### config.mk
export PLATFORM = sky130hd
export DESIGN_NAME = seq_approx_div_ctrl
export DESIGN_NICKNAME = d
export VERILOG_FILES = /design/src/rtl/approx_div_pkg.sv /design/src/rtl/seq_approx_div_ctrl_row.sv /design/src/rtl/seq_approx_div_ctrl.sv
export SDC_FILE = /design/constraint.sdc
export NUM_CORES = 1
export LEC_CHECK = 0
export ABC_AREA = 0
export BUFFER_PORTS_ARGS = -buffer_cell sky130_fd_sc_hd__buf_4
export CAP_MARGIN = 40
export CORE_ASPECT_RATIO = 1.25
export CORE_UTILIZATION = 45
export CTS_CLUSTER_SIZE = 30
export DETAILED_ROUTE_END_ITERATION = 7
export PLACE_DENSITY_LB_ADDON = 0.1
export SETUP_SLACK_MARGIN = 0.4
export SLEW_MARGIN = 20
export SYNTH_ARGS = -nofsm -noshare
export SYNTH_HDL_FRONTEND = slang
export SYNTH_HIERARCHICAL = 1
export SYNTH_SLANG_ARGS = --single-unit
### constraint.sdc
create_clock -name clk -period 22.6 [get_ports clk]
set_clock_uncertainty 0.2 [all_clocks]
set_input_delay 4.52 -clock clk [delete_from_list [all_inputs] [get_ports clk]]
set_output_delay 4.52 -clock clk [all_outputs]
set_load 0.01 [all_outputs]
### src/rtl/approx_div_pkg.sv
// rtl/approx_div_pkg.sv - shared types, constants and approximate-cell mask helper for seq_approx_div_ctrl
package approx_div_pkg;

  typedef enum logic [1:0] {
    IDLE = 2'd0,
    RUN  = 2'd1,
    DONE = 2'd2
  } state_t;

  localparam int N_ITER           = 8;
  localparam int APPROX_START_DEF = 5;
  localparam int APPROX_MAX_DEF   = 3;

  // Mask of row LSB cells that use the approximate cell in iteration k.
  // n = min(k - start + 1, amax) once k reaches start in approximate mode, else 0.
  function automatic logic [7:0] approx_mask(
    input logic [2:0] k,
    input logic       mode,
    input int         start = APPROX_START_DEF,
    input int         amax  = APPROX_MAX_DEF
  );
    int         n;
    logic [7:0] m;
    n = 0;
    if (mode && (int'(k) >= start)) begin
      n = int'(k) - start + 1;
      if (n > amax) n = amax;
    end
    m = '0;
    for (int i = 0; i < N_ITER; i++) begin
      m[i] = (i < n);
    end
    return m;
  endfunction

endpackage

### src/rtl/seq_approx_div_ctrl_row.sv
// rtl/seq_approx_div_ctrl_row.sv - one 9-bit subtract/restore divider row with per-bit exact/approximate cells
module div_row (
  input  logic [8:0] x9,
  input  logic [7:0] y,
  input  logic [7:0] mask,
  output logic       qs,
  output logic [7:0] rout
);

  // Ripple the borrow through the 8 cells, then pick subtract or restore per cell
  always_comb begin : row_eval
    logic [8:0] v_bin;
    logic       v_a;
    logic       v_b;
    logic       v_c;
    v_bin = '0;
    rout  = '0;
    for (int i = 0; i < 8; i++) begin
      v_a = x9[i];
      v_b = y[i];
      v_c = v_bin[i];
      if (mask[i]) begin
        v_bin[i+1] = v_b | (~v_a & v_c);
      end else begin
        v_bin[i+1] = (~v_a & v_c) | (~v_a & v_b) | (v_b & v_c);
      end
    end
    // A set ninth bit means the partial remainder certainly exceeds the divisor.
    qs = ~v_bin[8] | x9[8];
    for (int i = 0; i < 8; i++) begin
      v_a = x9[i];
      v_b = y[i];
      v_c = v_bin[i];
      if (mask[i]) begin
        rout[i] = qs ? v_a : ((v_a ^ v_b) | v_c);
      end else begin
        rout[i] = qs ? (v_a ^ v_b ^ v_c) : v_a;
      end
    end
  end

endmodule

### src/rtl/seq_approx_div_ctrl.sv
// rtl/seq_approx_div_ctrl.sv - iterative 16/8 approximate restoring divider controller; optional DIV_ZERO_DETECT_EN
module seq_approx_div_ctrl
  import approx_div_pkg::*;
#(
  parameter int APPROX_START = 5,
  parameter int APPROX_MAX   = 3
) (
  input  logic        clk,
  input  logic        rst,
  input  logic        start,
  input  logic [15:0] dividend,
  input  logic [7:0]  divisor,
  input  logic        approx_mode,
  output logic        busy,
  output logic        done,
  output logic [7:0]  quotient,
`ifdef DIV_ZERO_DETECT_EN
  output logic        div_zero,
`endif
  output logic [7:0]  remainder
);

  localparam logic [2:0] K_LAST = 3'(N_ITER - 1);

  state_t     r_state;
  state_t     w_next;
  logic [2:0] r_k;
  logic [7:0] r_r;
  logic [7:0] r_d;
  logic [7:0] r_y;
  logic       r_m;
  logic [7:0] r_q;
  logic [7:0] r_quot;
  logic [7:0] r_rem;
  logic       w_accept;
  logic       w_dz_accept;
  logic [8:0] w_x9;
  logic [7:0] w_mask;
  logic [7:0] w_rout;
  logic       w_qs;

  assign w_accept = start && ((r_state == IDLE) || (r_state == DONE));

`ifdef DIV_ZERO_DETECT_EN
  logic r_dz;
  assign w_dz_accept = w_accept && (divisor == 8'h00);
  assign div_zero    = r_dz;
`else
  assign w_dz_accept = 1'b0;
`endif

  // Next dividend bit enters the row below the running partial remainder
  assign w_x9   = {r_r, r_d[3'd7 - r_k]};
  assign w_mask = approx_mask(r_k, r_m, APPROX_START, APPROX_MAX);

  div_row u_row (
    .x9   (w_x9),
    .y    (r_y),
    .mask (w_mask),
    .qs   (w_qs),
    .rout (w_rout)
  );

  assign quotient  = r_quot;
  assign remainder = r_rem;

  // State register
  always_ff @(posedge clk or posedge rst) begin
    if (rst) r_state <= IDLE;
    else     r_state <= w_next;
  end

  // Next-state logic and status outputs decoded from the state
  always_comb begin
    w_next = r_state;
    busy   = 1'b0;
    done   = 1'b0;
    case (r_state)
      IDLE: begin
        if (w_accept) w_next = w_dz_accept ? DONE : RUN;
      end
      RUN: begin
        busy = 1'b1;
        if (r_k == K_LAST) w_next = DONE;
      end
      DONE: begin
        done = 1'b1;
        if (w_accept) w_next = w_dz_accept ? DONE : RUN;
        else          w_next = IDLE;
      end
      default: w_next = IDLE;
    endcase
  end

  // Operand capture, per-iteration row update and result registers
  always_ff @(posedge clk or posedge rst) begin
    if (rst) begin
      r_k    <= '0;
      r_r    <= '0;
      r_d    <= '0;
      r_y    <= '0;
      r_m    <= 1'b0;
      r_q    <= '0;
      r_quot <= '0;
      r_rem  <= '0;
`ifdef DIV_ZERO_DETECT_EN
      r_dz   <= 1'b0;
`endif
    end else if (w_accept) begin
      r_r <= dividend[15:8];
      r_d <= dividend[7:0];
      r_y <= divisor;
      r_m <= approx_mode;
      r_k <= '0;
      r_q <= '0;
`ifdef DIV_ZERO_DETECT_EN
      r_dz <= w_dz_accept;
      if (w_dz_accept) begin
        r_quot <= 8'hFF;
        r_rem  <= 8'h00;
      end
`endif
    end else if (r_state == RUN) begin
      // Quotient bits arrive MSB first, so shift them in from the bottom.
      r_q <= {r_q[6:0], w_qs};
      r_r <= w_rout;
      r_k <= r_k + 3'd1;
      if (r_k == K_LAST) begin
        r_quot <= {r_q[6:0], w_qs};
        r_rem  <= w_rout;
      end
    end
  end

endmodule
## Yosys cells after proc, flatten, opt, wreduce, memory -nomap -nowiden

Cells that the tools add are included.

- Register bits after elaboration: 53
- Output and inout bits: 18
- Logic and storage cells: 160

- Add/subtract/negate cells: 4
- $lt $le $gt $ge: 11
- Eq/ne operators: 5
- Multiplexer cells: 48
- Bitwise gates (word level): 76
- Reduce and logical (&&, ||, !) cells: 7

Operators by type and width:

| kind | count |
|---|---|
| $lt A4 B32 Y1 const A | 4 |
| $lt A3 B32 Y1 const A | 2 |
| $mux W32 | 2 |
| $mux W1 | 36 |
| $lt A1 B32 Y1 const A | 1 |
| $lt A2 B32 Y1 const A | 1 |
| $or A1 B1 Y1 | 29 |
| $and A1 B1 Y1 | 22 |
| $mux W8 | 2 |
| $xor A1 B1 Y1 | 15 |
| $mux W7 | 2 |
| $not A1 Y1 | 10 |
| $mux W3 | 2 |
| $pmux W2 S3 | 1 |
| $add A4 B2 Y5 const B | 1 |
| $gt A5 B3 Y1 const B | 1 |
| $lt A3 B4 Y1 const B | 1 |
| $mux W2 | 2 |
| $ne A2 B2 Y1 const B | 2 |
| $sub A3 B3 Y4 const B | 1 |
| $add A3 B1 Y3 const B | 1 |
| $bmux W1 S3 | 1 |
| $eq A3 B3 Y1 const B | 1 |
| $ge A3 B3 Y1 const B | 1 |
| other kinds (9) | 10 |

## Depth between registers and ports, before layout

- Word-level depth: 41
- Depth in mapped cells: 41
- Mapped depth without buffers: 37

## Modules after synthesis

Netlist, hierarchy kept.

By module, submodules not included:

| module | times used | cells each | area an instance (sq um) |
|---|---|---|---|
| seq_approx_div_ctrl | 1 | 200 | 2,466.1 |
| div_row | 1 | 134 | 998.5 |

## Worst setup path before layout

No wires, ideal clock.

- Path kind: reg2reg
- Start point: register r_k[0]
- End point: register r_rem[0] (netlist: remainder[0])
- Setup time: 0.125 ns
- Arrival: 8.583 ns
- Required time: 22.275 ns
- Setup slack: 13.692 ns
- Cell stages (with the launch flop): 39
- Path buffers: 4
- Period minus slack after synthesis: 8.908 ns
- Path through: dfrtp_1 > buf_2 > inv_1 > ha_1 > buf_8 > inv_1 > ha_1 > buf_6 > xor2_2 > o32ai_1 > a311o_1 > o21ai_0 > ha_1 > or3b_1 > a31oi_1 > mux2i_2 > inv_1 > fa_1 > [3 not listed] > o22ai_2 > inv_1 > fa_1 > o22a_1 > fa_1 > o22a_1 > fa_1 > o21ai_0 > inv_1 > fa_1 > o21a_1 > fa_1 > nand2_1 > o21ai_2 > clkbuf_1 > o21ai_1 > o311ai_1 > mux2_2

- Cells in the longest elaborated chain, start to end: 39
- Elaborated cells between the ends (all ways): 71
- Classes of those cells: add/sub (3); order compare (10); eq/ne (1); mux (15); bitwise (40); reduce/logical (2)

RTL lines:

| item | RTL line | text |
|---|---|---|
| start: declaration | seq_approx_div_ctrl.sv:27 | `logic [2:0] r_k;` |
| start signal: assignment | seq_approx_div_ctrl.sv:127 | `r_k <= r_k + 3'd1;` |
| $sub A3 B3 Y4 | approx_div_pkg.sv:26 | `n = int'(k) - start + 1;` |
| $add A4 B2 Y5 | approx_div_pkg.sv:26 |  |
| $gt A5 B3 Y1 | approx_div_pkg.sv:27 | `if (n > amax) n = amax;` |
| $mux W32 | approx_div_pkg.sv:27 |  |
| $mux W32 (*) | approx_div_pkg.sv:25 | `if (mode && (int'(k) >= start)) begin` |
| $lt A1 B32 Y1 (*) | approx_div_pkg.sv:31 | `m[i] = (i < n);` |
| via w_mask[0] | seq_approx_div_ctrl.sv:38 | `logic [7:0] w_mask;` |
| $mux W1 | seq_approx_div_ctrl_row.sv:22 | `if (mask[i]) begin` |
| [24 not listed] | n/a |  |
| $and A1 B1 Y1 | seq_approx_div_ctrl_row.sv:23, seq_approx_div_ctrl_row.sv:25 |  |
| $or A1 B1 Y1 (2 in series) | seq_approx_div_ctrl_row.sv:25 | `v_bin[i+1] = (~v_a & v_c) \| (~v_a & v_b) \| (v_b & v_c);` |
| $mux W1 | seq_approx_div_ctrl_row.sv:22 |  |
| $not A1 Y1 | seq_approx_div_ctrl_row.sv:29 | `qs = ~v_bin[8] \| x9[8];` |
| $or A1 B1 Y1 | seq_approx_div_ctrl_row.sv:29 |  |
| $mux W1, on equally long branches | seq_approx_div_ctrl_row.sv:37, seq_approx_div_ctrl_row.sv:35 |  |
| $mux W1 (*) | seq_approx_div_ctrl_row.sv:34 | `if (mask[i]) begin` |
| via w_rout[0] | seq_approx_div_ctrl.sv:39 | `logic [7:0] w_rout;` |
| end signal: assignment | seq_approx_div_ctrl.sv:130 | `r_rem <= w_rout;` |
| end: declaration | seq_approx_div_ctrl.sv:34 | `logic [7:0] r_rem;` |

Mark *: on every way through the listed nets, which the timed path passes. The rest lies on a longest branch. The select of a mux whose other input is x is not followed.
A chain may end at the register's enable or synchronous reset.

## Final worst setup path

- Start point: register r_k[0]
- End point: register r_rem[7] (netlist: remainder[7])

- Cells in the longest elaborated chain, start to end: 39
- Elaborated cells between the ends (all ways): 72
- Classes of those cells: add/sub (3); order compare (10); eq/ne (1); mux (15); bitwise (41); reduce/logical (2)

RTL lines:

| item | RTL line |
|---|---|
| $sub A3 B3 Y4 | approx_div_pkg.sv:26 |
| $add A4 B2 Y5 | approx_div_pkg.sv:26 |
| $gt A5 B3 Y1 | approx_div_pkg.sv:27 |
| $mux W32 | approx_div_pkg.sv:27 |
| $mux W32 (*) | approx_div_pkg.sv:25 |
| $lt A1 B32 Y1 (*) | approx_div_pkg.sv:31 |
| via w_mask[0] | seq_approx_div_ctrl.sv:38 |
| $mux W1 (*) | seq_approx_div_ctrl_row.sv:22 |
| [24 not listed] | n/a |
| $and A1 B1 Y1 | seq_approx_div_ctrl_row.sv:23, seq_approx_div_ctrl_row.sv:25 |
| $or A1 B1 Y1 (2 in series) | seq_approx_div_ctrl_row.sv:25 |
| $mux W1 | seq_approx_div_ctrl_row.sv:22 |
| $not A1 Y1 | seq_approx_div_ctrl_row.sv:29 |
| $or A1 B1 Y1 | seq_approx_div_ctrl_row.sv:29 |
| $mux W1, on equally long branches | seq_approx_div_ctrl_row.sv:37, seq_approx_div_ctrl_row.sv:35 |
| $mux W1 (*) | seq_approx_div_ctrl_row.sv:34 |
| via w_rout[7] | seq_approx_div_ctrl.sv:39 |

Marks and branches as above.

==> results.rst <==
.. list-table::
   :header-rows: 1

   * - Metric
     - Value
   * - Max Freq
     - 0.101 GHz
   * - Routed length per instance
     - 15.7 um
   * - Non-filler cells in the finished layout
     - 466
   * - Post-synthesis instance area
     - 0.00346 sq mm
   * - DP HPWL
     - 5190 um
   * - Clock Path Buffers
     - 2
   * - Leakage
     - 1.89 nW
   * - Highest-delay cell along the critical path
     - dfrtp_1
   * - Capturing element type of the critical path
     - flip-flop
   * - Share of synthesized area occupied by flip-flops and latches
     - 0.383
   * - First-pass GRT wire length
     - 12200 um
   * - Overall routing resource usage
     - 0.200
   * - Number of flops mapped to enable cells by yosys
     - 0
   * - Leading cell types in the layout, fill and taps excluded
     - dfrtp_1 (53), buf_4 (49), nand2_1 (37), mux2_2 (35), inv_1 (23)
   * - Overall overflow remaining after global route
     - 0
   * - CTS tree
     - built
   * - Most frequent standard cell in the layout excluding fill and tap cells
     - dfrtp_1
   * - Rel. slew slack
     - 0.497
   * - Type of the worst min-delay path
     - flip-flop to flip-flop
   * - Antenna violations before repair
     - 0
   * - Total power per unit cell area
     - 180 mW/mm^2
   * - Minimum period implied by the final worst setup slack
     - 9.92 ns
   * - Final wirelength
     - 7290 um
   * - Most Frequent Cell on Critical Path
     - fa_1
   * - I/O Buffers
     - 45
   * - Antenna diodes
     - 0
   * - Startpoint type of the worst setup path
     - flip-flop
   * - Register bit count reported by yosys
     - 53
   * - Level count of the clock H-tree
     - 2
   * - Syn_nets
     - 391
   * - Setup Fix Bufs, Post-CTS
     - 0
   * - Initial core utilization
     - 0.468
   * - Number of buffers inserted during clock tree synthesis
     - 5
   * - Required @ worst endpoint
     - 22.61 ns
   * - Vias per std cell
     - 5.45
   * - Worst IR Drop VDD
     - 0.0883 mV
   * - Arrival time worst endpoint
     - 9.93 ns
   * - Count of boundary I/O pins
     - 46
   * - Total placed cells including tap cells
     - 458
   * - Synthesized netlist cell count
     - 334
   * - Die outline height
     - 100 um
   * - Number of hold buffers added after cts
     - 0
   * - Count of max-cap constraint violations
     - 0
   * - Dominant synthesized flop cell
     - dfrtp_1
   * - Number of iterations in the first detailed-routing pass
     - 4
   * - Synthesis Warnings
     - 6
   * - Area added between synthesis and finish
     - 13.9%
   * - Final setup violating endpoints
     - 0
   * - Routed vias
     - 2538
   * - Fraction of final layout cells with drive strength greater than 1
     - 0.302
   * - Clk Tree Root Cell
     - clkbuf_8
   * - Final Hold Violating Endpoints
     - 0
   * - Largest net degree at the start of global routing
     - 54
   * - Remaining number of nets flagged by the antenna check after routing
     - 0
   * - Result of the run
     - complete, no violations
   * - Biggest cell delay along the critical path
     - 0.60 ns
   * - Die outline area
     - 0.00806 sq mm
   * - Number of nets in the layout
     - 430
   * - Measured slew at the worst slew-check pin
     - 0.754 ns
   * - Distinct cell type count after synthesis
     - 54
   * - Max-slew violation count
     - 0
   * - Number of global-route vias before repair
     - 2559
   * - Number of clock sinks
     - 53
   * - First-iteration detailed-routing DRC count
     - 116
   * - Post-Syn Area per Cell
     - 10.4 sq um
   * - Final core area utilization
     - 0.533
   * - Clock latency reported for the late side of the worst-skew pair
     - 0.32 ns
   * - Placement Rows
     - 35
   * - Fill count
     - 687
   * - Placeable core region
     - 0.00740 sq mm
   * - Critical path peak fanout
     - 17
   * - RD Place Congestion
     - 0.837
   * - Critical Setup Path Class
     - flip-flop to flip-flop
   * - Post-route clock period utilization
     - 0.439
   * - Post-cts sizing count
     - 0
   * - Clock Pin Slew Worst Setup and Hold Paths
     - 0.10 ns
   * - Die width
     - 80.5 um
   * - Final-layout setup total negative slack
     - 0 ns
   * - Setup repair after global routing missed its margin
     - false
   * - Synth async-reset ratio
     - 1.00
   * - # DRC
     - 0
[final timing paths]
| check | start | endpoint | slack [ns] | cells past startpoint |
|---|---|---|---|---|
| worst max-delay path | r_k[0] | remainder[7] | 12.68 | 34 |
| worst min-delay path | r_r[7] | r_r[7] | 0.30 | 2 |
| worst max register to register | r_k[0] | remainder[7] | 12.68 | 34 |
| worst min register to register | r_r[7] | r_r[7] | 0.30 | 2 |
| max in group asynchronous | rst | r_m | 17.58 | 3 |
| min in group asynchronous | rst | r_r[2] | 4.18 | 3 |
[routing by layer]
layer	wire (um)	track usage	share of wire
met5	0	0	0
met4	167	0.0769	0.023
met3	223	0.0309	0.031
met2	3690	0.342	0.51
met1	3210	0.250	0.44
[cell type report]
class | instances | area [sq um] | area share
multi-input combinational | 239 | 1950 | 0.493
timing repair buffer | 50 | 373 | 0.0945
clock buffer | 5 | 68.8 | 0.0174
sequential | 53 | 1330 | 0.336
inverter | 24 | 90.1 | 0.0228
clock inverter | 3 | 26.3 | 0.00666
tap | 92 | 115 | 0.0292
[critical path, delay by kind of cell, from the launching register on]
kind | cells | cell delay [ns]
DFF | 1 | 0.60
AOI/OAI and AO/OA | 10 | 2.50
adders and majority gates | 10 | 3.77
buffers and inverters | 5 | 0.61
muxes | 2 | 0.67
and+or+nand+nor | 7 | 1.46
[sequential cells by signal, indices dropped and copies added (netlist names)]
signal / cells
r_q: 7
r_k: 3
r_m: 1
quotient: 8
remainder: 8
r_y: 8
r_d: 8
r_state: 2
r_r: 8
[synth_stat cells, types with 4 or more instances]
cell | count | area (sq um)
nand2b_1 | 4 | 25.0
o21ai_0 | 11 | 55.1
a22o_1 | 9 | 78.8
nor2_1 | 16 | 60.1
nor3_1 | 4 | 20.0
a211o_1 | 7 | 61.3
and3_1 | 6 | 37.5
mux2_2 | 35 | 394
a22oi_1 | 8 | 60.1
buf_2 | 8 | 40.0
o22ai_1 | 6 | 37.5
a21oi_1 | 7 | 35.0
fa_1 | 7 | 140
ha_1 | 22 | 275
clkbuf_1 | 6 | 22.5
dfrtp_1 | 53 | 1330
nor2b_1 | 13 | 81.3
or2_2 | 7 | 43.8
nand2_1 | 37 | 139
inv_1 | 24 | 90.1
[report_power, final]
group          total [mW]  internal (mW)  switching, mW
registers           0.189          0.142         0.0464
logic               0.463          0.223          0.240
clock network      0.0575         0.0227         0.0349
total               0.709          0.388          0.321
[per-stage QoR]
stage / worst slack [ns] / hold WS, ns / power (mW) / area, sq um
floorplan: 13.69 / 0.260 / 0.549 / 3460
global placement: 13.07 / 0.277 / 0.644 / 3840
detailed placement: 12.74 / 0.283 / 0.657 / 3850
CTS: 12.72 / 0.310 / 0.717 / 3950
global route: 11.96 / 0.333 / 0.787 / 3950
finish: 12.68 / 0.302 / 0.709 / 3950
[cell families after synthesis]
logic type	after synthesis	share of synthesized area
XOR/XNOR	3	0.00975
AO/OA/AOI/OAI	70	0.155
flip-flops	53	0.383
AND/OR/NAND/NOR	97	0.139
adder cells (fa/ha/maj)	29	0.120
buffers and inverters	42	0.0571
multiplexers	40	0.137
No activity file was read; power rests on OpenSTA's default activity.
